===== config.mk =====
export PLATFORM = sky130hd
export DESIGN_NAME = sort4_arbiter
export DESIGN_NICKNAME = d
export VERILOG_FILES = /design/src/rtl/sort4_arbiter.sv
export SDC_FILE = /design/constraint.sdc
export NUM_CORES = 1
export LEC_CHECK = 0
export ABC_AREA = 1
export BUFFER_PORTS_ARGS = -buffer_cell sky130_fd_sc_hd__buf_2
export CORE_UTILIZATION = 40
export CTS_BUF_LIST = sky130_fd_sc_hd__clkbuf_8 sky130_fd_sc_hd__clkbuf_16
export DETAILED_ROUTE_END_ITERATION = 8
export PLACE_DENSITY = 0.65
export SETUP_SLACK_MARGIN = 0.4
export SYNTH_ARGS = -nofsm -noshare
export SYNTH_HDL_FRONTEND = slang
export SYNTH_SLANG_ARGS = --single-unit

===== constraint.sdc =====
create_clock -name clk -period 5.91 [get_ports clk]
set_input_delay 0.2955 -clock clk [delete_from_list [all_inputs] [get_ports clk]]
set_output_delay 0.2955 -clock clk [all_outputs]
set_load 0.01 [all_outputs]

===== src/rtl/sort4_arbiter.sv =====
// Two-requester round-robin front end sharing one 4-input sorting network.
// S1 captures the granted batch, S2 captures the sorted batch and drives rsp_*.
module sort_x4 #(
  parameter int DSIZE  = 18,
  parameter int OFFSET = 8
) (
  input  logic [4*DSIZE-1:0] unsorted,
  output logic [4*DSIZE-1:0] sorted
);

  typedef logic [DSIZE-1:0] word_t;

  // Returns {larger, smaller}; ties keep the operand order.
  function automatic logic [2*DSIZE-1:0] cmp_swap(input word_t a, input word_t b);
    if (a[DSIZE-1:OFFSET] > b[DSIZE-1:OFFSET]) begin
      cmp_swap = {a, b};
    end else begin
      cmp_swap = {b, a};
    end
  endfunction

  word_t l0_0_s, l0_1_s, l0_2_s, l0_3_s;
  word_t l1_0_s, l1_1_s, l1_2_s, l1_3_s;
  word_t l2_0_s, l2_1_s, l2_2_s, l2_3_s;
  word_t l3_1_s, l3_2_s;

  assign l0_0_s = unsorted[0*DSIZE +: DSIZE];
  assign l0_1_s = unsorted[1*DSIZE +: DSIZE];
  assign l0_2_s = unsorted[2*DSIZE +: DSIZE];
  assign l0_3_s = unsorted[3*DSIZE +: DSIZE];

  assign {l1_1_s, l1_0_s} = cmp_swap(l0_0_s, l0_1_s);
  assign {l1_3_s, l1_2_s} = cmp_swap(l0_2_s, l0_3_s);
  assign {l2_2_s, l2_0_s} = cmp_swap(l1_0_s, l1_2_s);
  assign {l2_3_s, l2_1_s} = cmp_swap(l1_1_s, l1_3_s);
  assign {l3_2_s, l3_1_s} = cmp_swap(l2_1_s, l2_2_s);

  assign sorted = {l2_3_s, l3_2_s, l3_1_s, l2_0_s};

endmodule

module sort4_arbiter #(
  parameter int DSIZE  = 18,
  parameter int OFFSET = 8
) (
  input  logic               clk,
  input  logic               rst_n,
  input  logic               req0_valid,
  output logic               req0_ready,
  input  logic [4*DSIZE-1:0] req0_data,
  input  logic               req1_valid,
  output logic               req1_ready,
  input  logic [4*DSIZE-1:0] req1_data,
  output logic               rsp_valid,
  input  logic               rsp_ready,
  output logic               rsp_id,
  output logic [4*DSIZE-1:0] rsp_data
);

  logic               s1_valid_r;
  logic               s1_id_r;
  logic [4*DSIZE-1:0] s1_data_r;
  logic               s2_valid_r;
  logic               s2_id_r;
  logic [4*DSIZE-1:0] s2_data_r;
  logic               last_grant_r;

  logic               s2_load_s;
  logic               s1_free_s;
  logic               grant_s;
  logic               accept_s;
  logic [4*DSIZE-1:0] sorted_s;

  sort_x4 #(
    .DSIZE  (DSIZE),
    .OFFSET (OFFSET)
  ) u_sort (
    .unsorted (s1_data_r),
    .sorted   (sorted_s)
  );

  assign s2_load_s = s1_valid_r & (~s2_valid_r | rsp_ready);
  assign s1_free_s = ~s1_valid_r | s2_load_s;

  // Round-robin pick: on contention the requester not served last wins.
  always_comb begin
    grant_s = 1'b0;
    if (req0_valid && req1_valid) begin
      grant_s = ~last_grant_r;
    end else if (req1_valid) begin
      grant_s = 1'b1;
    end else begin
      grant_s = 1'b0;
    end
  end

  // Readys are held low while reset is asserted so nothing is lost in that cycle.
  assign req0_ready = rst_n & s1_free_s & ~grant_s;
  assign req1_ready = rst_n & s1_free_s & grant_s;
  assign accept_s   = (req0_valid & req0_ready) | (req1_valid & req1_ready);

  // Operand stage and grant pointer.
  always_ff @(posedge clk) begin
    if (!rst_n) begin
      s1_valid_r   <= 1'b0;
      s1_id_r      <= 1'b0;
      s1_data_r    <= {(4*DSIZE){1'b0}};
      last_grant_r <= 1'b1;
    end else if (accept_s) begin
      s1_valid_r   <= 1'b1;
      s1_id_r      <= grant_s;
      s1_data_r    <= grant_s ? req1_data : req0_data;
      last_grant_r <= grant_s;
    end else if (s2_load_s) begin
      s1_valid_r   <= 1'b0;
    end
  end

  // Result stage; holds its contents while the consumer stalls.
  always_ff @(posedge clk) begin
    if (!rst_n) begin
      s2_valid_r <= 1'b0;
      s2_id_r    <= 1'b0;
      s2_data_r  <= {(4*DSIZE){1'b0}};
    end else if (s2_load_s) begin
      s2_valid_r <= 1'b1;
      s2_id_r    <= s1_id_r;
      s2_data_r  <= sorted_s;
    end else if (s2_valid_r && rsp_ready) begin
      s2_valid_r <= 1'b0;
    end
  end

  assign rsp_valid = s2_valid_r;
  assign rsp_id    = s2_id_r;
  assign rsp_data  = s2_data_r;

endmodule


==> results of run 1 <==
## stage by stage
| step | area (µm²) | setup WS (ns) | power, mW |
|---|---|---|---|
| 4_1_cts | 11700 | 0.419 | 6.35 |
| 2_1_floorplan | 9590 | 0.733 | 4.04 |
| 5_1_grt | 12200 | 0.418 | 7.36 |
| 3_3_place_gp | 11100 | 0.439 | 5.15 |
| 6_report | 12200 | 0.665 | 6.85 |
| 3_5_place_dp | 11100 | 0.383 | 5.17 |
## power groups by stage
stage / Combinational, mW / Clock, mW / Sequential, mW
global placement: 3.80 / 0 / 1.34
CTS: 3.86 / 1.16 / 1.32
global route: 4.81 / 1.21 / 1.34
finish: 4.38 / 1.15 / 1.32
detailed placement: 3.82 / 0 / 1.34
floorplan: 2.67 / 0 / 1.37
## cells by family after synthesis
logic type,after synthesis
AND/OR/NAND/NOR,672
buffers and inverters,278
adder cells (fa/ha/maj),47
AO/OA/AOI/OAI,359
flip-flops,149
## worst register-to-register path: cells and delay by family (launching register included)
| family | cells | cell delay, ns |
|---|---|---|
| compound gates | 5 | 0.69 |
| fa+ha+maj | 3 | 0.86 |
| simple gates | 20 | 2.18 |
| buf+inv | 9 | 1.01 |
| flops | 1 | 0.40 |
## cell type report
cell class	instances	share of cell area, %
timing repair buffer	299	14.2
sequential	149	24.6
tap	319	3.28
inverter	184	5.68
multi-input combinational	1087	47.3
clock buffer	18	3.60
clock inverter	14	1.37
## path summary, 6_finish.rpt
| path | from | to |
|---|---|---|
| worst max-delay path | s1_data_r[64] | rsp_data[22] |
| worst min-delay path | req0_data[31] | s1_data_r[31] |
| worst max register to register | s1_data_r[64] | rsp_data[22] |
| worst min register to register | rsp_data[8] | rsp_data[8] |
## layout by cell type (no fill, tap or decap), types with 10 or more instances in the layout
cell	count
clkbuf_16	18
nand3_1	118
nor2_1	17
clkinv_1	14
dfxtp_2	11
nand2_1	472
a21oi_1	108
buf_2	224
o21ai_0	130
a31oi_1	72
inv_1	165
and2_1	10
o21ai_1	13
o211ai_1	24
dfxtp_1	138
buf_4	71
ha_1	46
nand2_2	21
## layer usage
metal	up-vias	wire length, µm	global-route usage, %
met2	416	16000	45.8
met4	0	1100	10.9
met3	66	2160	4.18
met5	-	0	0
li1	5420	-	-
met1	4847	14700	34.3
## timing repair
action,in CTS,in global routing
cloned,1,9
setup endpoints to repair,36,36
pin swaps,1,15
gates resized for setup,6,50
buffers inserted,0,23
hold endpoints to repair,0,0
## state kept, by name, summed over array words and instances, names as in the netlist
signal / count
rsp_data: 72
s1_data_r: 72
last_grant_r: 1
rsp_id: 1
rsp_valid: 1
s1_id_r: 1
s1_valid_r: 1
==> flow_metrics.env, run 1 <==
export IMPL_cts_buffers_inserted=17
export IMPL_rows=56
export IMPL_critical_path_buf_inv_count=9
export IMPL_switchingPower_mw=3.33
export IMPL_synth_top_area_share_pct=31.1
export IMPL_dieArea_um2=24600
export IMPL_overflow=0
export IMPL_synthSimpleGateAreaFrac_pct=30.6
export IMPL_cts_hold_buffers=0
export IMPL_antenna_found_initial=0
export IMPL_startpoint_type="register"
export IMPL_ys_types=36
export IMPL_setup_viol=0
export IMPL_finalCritPeriodShare_pct=88.8
export IMPL_ys_seq_area_share_pct=31.1
export IMPL_wire_per_inst_um=16.4
export IMPL_crit_family="simple AND/OR/NAND/NOR gates"
export IMPL_combPwrFrac_pct=63.9
export IMPL_initial_core_util_pct=40.9
export IMPL_worst_ep_arrival_time_ns=5.56
export IMPL_maxClockFrequency_mhz=191
export IMPL_ys_async_sr_fraction_pct=0
export IMPL_grtUsageTotal_pct=27.1
export IMPL_yosysTopAreaCell="dfxtp_1"
export IMPL_finalHoldViolCount=0
export IMPL_p_sw_share_pct=48.6
export IMPL_final_setup_skew_ns=0.0114
export IMPL_critPathKind="reg -> reg"
export IMPL_synthAdderAreaFrac_pct=6.13
export IMPL_cap_violations=0
export IMPL_worstSkewPairLatency_ns=0.44
export IMPL_coreArea_um2=23500
export IMPL_path_clk_slew_ns=0.07
export IMPL_gp_congestion=0.994
export IMPL_relSlewSlack_pct=38.6
export IMPL_synth_top_family_by_area="simple AND/OR/NAND/NOR gates"
export IMPL_cp_max_fo=18
export IMPL_fill_cells=2424
export IMPL_postSynthCellCount=1505
export IMPL_cp_depth=37
export IMPL_intPower_mw=3.52
export IMPL_synth_compound_area_share_pct=20.6
export IMPL_port_buffers=224
export IMPL_routed_wl_um=33900
export IMPL_nets=1934
export IMPL_cts_root_buf="clkbuf_16"
export IMPL_remaining_drc_errors=0
export IMPL_r2r_setup_slack_ns=0.66
export IMPL_worstPathRequired_ns=6.22
export IMPL_die_height_um=157
export IMPL_ys_warn_count=0
export IMPL_syn_cell_area_um2=9590
export IMPL_fin_crit_ns=5.25
export IMPL_synthMuxAreaShare_pct=0
export IMPL_synthFlopType="dfxtp_1"
export IMPL_final_max_slew_viol_count=0
export IMPL_syn_nets=1701
export IMPL_hold_path_class="in -> reg"
export IMPL_final_layout_size_suffix_gt1_share_pct=23.8
export IMPL_synth_commonest_cells="479 x nand2_1, 165 x inv_1, 149 x dfxtp_1"
export IMPL_seq_area_um2=3000
export IMPL_synth_edff_count=0
export IMPL_io_pins=225
export IMPL_via_count=10749
export IMPL_seqPwrFrac_pct=19.3
export IMPL_ctsLongestPathBuffers=2
export IMPL_grt_pass1_vias=9535
export IMPL_initialDrtViolationCount=852
export IMPL_whs_ns=0.110
export IMPL_area_delta_synth_final_pct=27.0
export IMPL_cts_num_sinks=149
export IMPL_status="complete, no violations"
export IMPL_hold_depth=3
export IMPL_power_density_nw_per_um2=563
export IMPL_diodes=0
export IMPL_postSynthAreaPerCell_um2=6.37
export IMPL_setup_tns_ns=0
export IMPL_layout_cells_non_filler=2070
export IMPL_rsz0062_at_grt="no"
export IMPL_antenna_left=0
export IMPL_fin_util_pct=51.9
export IMPL_ys_ff_latch=149
export IMPL_vias_per_cell=5.19
export IMPL_cpPeakStageDelay_ns=0.40
export IMPL_grt_pass1_wl_um=50500
export IMPL_synth_area_top_cells="dfxtp_1 31%, nand2_1 19%, o21ai_0 7.5%"
export IMPL_cts_htree_levels=4
export IMPL_synth_most_common_cell="nand2_1"
export IMPL_rr_worst_depth=37
export IMPL_p_clk_share_pct=16.8
export IMPL_hpwl_um=25000
export IMPL_die_w_um=157
export IMPL_slowest_stage="dfxtp_1"
export IMPL_multi_input_area_um2=5760
export IMPL_cp_end_kind="register"
export IMPL_first_pass_iters=6
export IMPL_ir_worst_vdd_v=0.000452
export IMPL_tightest_slew_ns=0.921
export IMPL_grt_max_degree=87
export IMPL_synthXorXnorAreaFrac_pct=0
export IMPL_cts_tree="built"
export IMPL_leakage_nw=5.99
export IMPL_place_inst=2005
Power figures use the tool's default switching activity.
==> run 2, diff against run 1 <==
--- a/config.mk
+++ b/config.mk
@@ -7,10 +7,11 @@
 export LEC_CHECK = 0
 export ABC_AREA = 1
 export BUFFER_PORTS_ARGS = -buffer_cell sky130_fd_sc_hd__buf_2
-export CORE_UTILIZATION = 40
+export CORE_MARGIN = 3
+export CORE_UTILIZATION = 55
 export CTS_BUF_LIST = sky130_fd_sc_hd__clkbuf_8 sky130_fd_sc_hd__clkbuf_16
 export DETAILED_ROUTE_END_ITERATION = 8
-export PLACE_DENSITY = 0.65
+export PLACE_DENSITY = 0.84
 export SETUP_SLACK_MARGIN = 0.4
 export SYNTH_ARGS = -nofsm -noshare
 export SYNTH_HDL_FRONTEND = slang
==> flow_metrics.env, run 2 (same netlist as run 1, synthesis figures left out) <==
export IMPL_die_w_um=138
export IMPL_final_setup_skew_ns=0.0138
export IMPL_finalHoldViolCount=0
export IMPL_worstSkewPairLatency_ns=0.44
export IMPL_grtUsageTotal_pct=32.0
export IMPL_io_pins=225
export IMPL_status="complete, no violations"
export IMPL_ir_worst_vdd_v=0.000648
export IMPL_cts_root_buf="clkbuf_16"
export IMPL_first_pass_iters=8
export IMPL_die_height_um=138
export IMPL_initialDrtViolationCount=1409
export IMPL_startpoint_type="register"
export IMPL_rsz0062_at_grt="no"
export IMPL_remaining_drc_errors=0
export IMPL_slowest_stage="dfxtp_1"
export IMPL_maxClockFrequency_mhz=184
export IMPL_initial_core_util_pct=57.0
export IMPL_cts_num_sinks=149
export IMPL_grt_pass1_wl_um=50000
export IMPL_grt_max_degree=87
export IMPL_wl_met1_um=13300
export IMPL_diodes=0
export IMPL_cts_tree="built"
export IMPL_coreArea_um2=16800
export IMPL_area_delta_synth_final_pct=29.4
export IMPL_hold_depth=3
export IMPL_port_buffers=224
export IMPL_routed_wl_um=34100
export IMPL_final_layout_size_suffix_gt1_share_pct=25.7
export IMPL_whs_ns=0.109
export IMPL_cp_common_cell="nand2_1"
export IMPL_critPathKind="reg -> reg"
export IMPL_wire_per_inst_um=17.3
export IMPL_antenna_left=0
export IMPL_tightest_slew_ns=1.11
export IMPL_final_common_cell="nand2_1"
export IMPL_setup_tns_ns=0
export IMPL_path_clk_slew_ns=0.07
export IMPL_ctsLongestPathBuffers=2
export IMPL_rr_worst_depth=35
export IMPL_cap_violations=0
export IMPL_rows=47
export IMPL_fin_crit_ns=5.43
export IMPL_cts_htree_levels=4
export IMPL_finalCritPeriodShare_pct=91.9
export IMPL_via_count=11354
export IMPL_nets=1935
export IMPL_fill_cells=1300
export IMPL_antenna_found_initial=0
export IMPL_worst_ep_arrival_time_ns=5.79
export IMPL_power_density_nw_per_um2=587
export IMPL_final_cell_mix="467 x nand2_1, 224 x buf_2, 160 x inv_1"
export IMPL_gp_congestion=0.995
export IMPL_hold_path_class="in -> reg"
export IMPL_cp_max_fo=15
export IMPL_final_max_slew_viol_count=0
export IMPL_cts_buffers_inserted=17
export IMPL_hpwl_um=23500
export IMPL_dr_wl_met2_um=15800
export IMPL_setup_viol=0
export IMPL_overflow=0
export IMPL_grt_pass1_vias=9978
export IMPL_wl_met3_um=3040
export IMPL_worstPathRequired_ns=6.27
export IMPL_top_layer_used="met4"
export IMPL_dieArea_um2=19100
export IMPL_cpPeakStageDelay_ns=0.34
export IMPL_cp_end_kind="register"
export IMPL_leakage_nw=6.08
export IMPL_relSlewSlack_pct=25.9
export IMPL_vias_per_cell=5.76
[run 2: cell count changes in the layout (fill, tap and decap cells not counted), sizes merged]
cell | before | now
buf | 298 | 297
bufinv | 2 | 3
clkinv | 18 | 16
clkinvlp | 2 | 4
nand2 | 508 | 509
[run 2: final timing paths]
check / to / startpoint / slack [ns]
worst max-delay path: rsp_data[21] / s1_data_r[68] / 0.48
worst min-delay path: s1_data_r[49] / req0_data[49] / 0.11
worst max register to register: rsp_data[21] / s1_data_r[68] / 0.48
worst min register to register: rsp_data[30] / rsp_data[30] / 0.46
[run 2: per-stage QoR]
step                      power (mW)  util (%)  setup WS, ns  area (µm²)  cells
final                           7.29      73.8         0.479       12400   1972
after global routing            7.77      73.8         0.226       12400   1972
after CTS                       6.34      68.8         0.406       11600   1930
after detailed placement        5.17      65.0         0.316       10900   1898
after global placement          5.12      65.0         0.479       10900   1898
after floorplan                 4.04         -         0.733        9590   1505
[run 2: power breakdown]
group / switching (mW) / internal (mW) / total (mW) / leakage (nW)
Combinational: 2.87 / 1.94 / 4.81 / 4.56
Clock: 0.481 / 0.677 / 1.16 / 0.293
Sequential: 0.126 / 1.19 / 1.32 / 1.23
Total: 3.48 / 3.81 / 7.29 / 6.08
[run 2: repair_timing]
item,in CTS,in global routing
setup buffers,0,30
hold endpoints to repair,0,0
hold buffers,0,0
setup endpoints to repair,36,36
gates cloned,0,12
pin swaps,0,23
resized for setup,5,118
[run 2: layout make-up]
class,count,area [µm²],share of cell area (%)
timing repair buffer,299,1800,14.5
inverter,184,692,5.57
clock buffer,17,425,3.43
tap,220,275,2.22
multi-input combinational,1088,6020,48.5
sequential,149,3000,24.2
clock inverter,15,194,1.56
[run 2: layer usage]
| layer | up-vias | global-route usage [%] |
|---|---|---|
| li1 | 5413 | - |
| met1 | 5128 | 40.4 |
| met2 | 652 | 52.8 |
| met3 | 161 | 5.80 |
| met4 | 0 | 15.6 |
| met5 | - | 0 |
[run 2: critical path: cells and delay by family (launching register included)]
kind	cells	cell delay (ns)
compound gates	5	0.88
fa+ha+maj	3	0.86
buf+inv	8	1.21
flops	1	0.34
simple gates	19	2.06
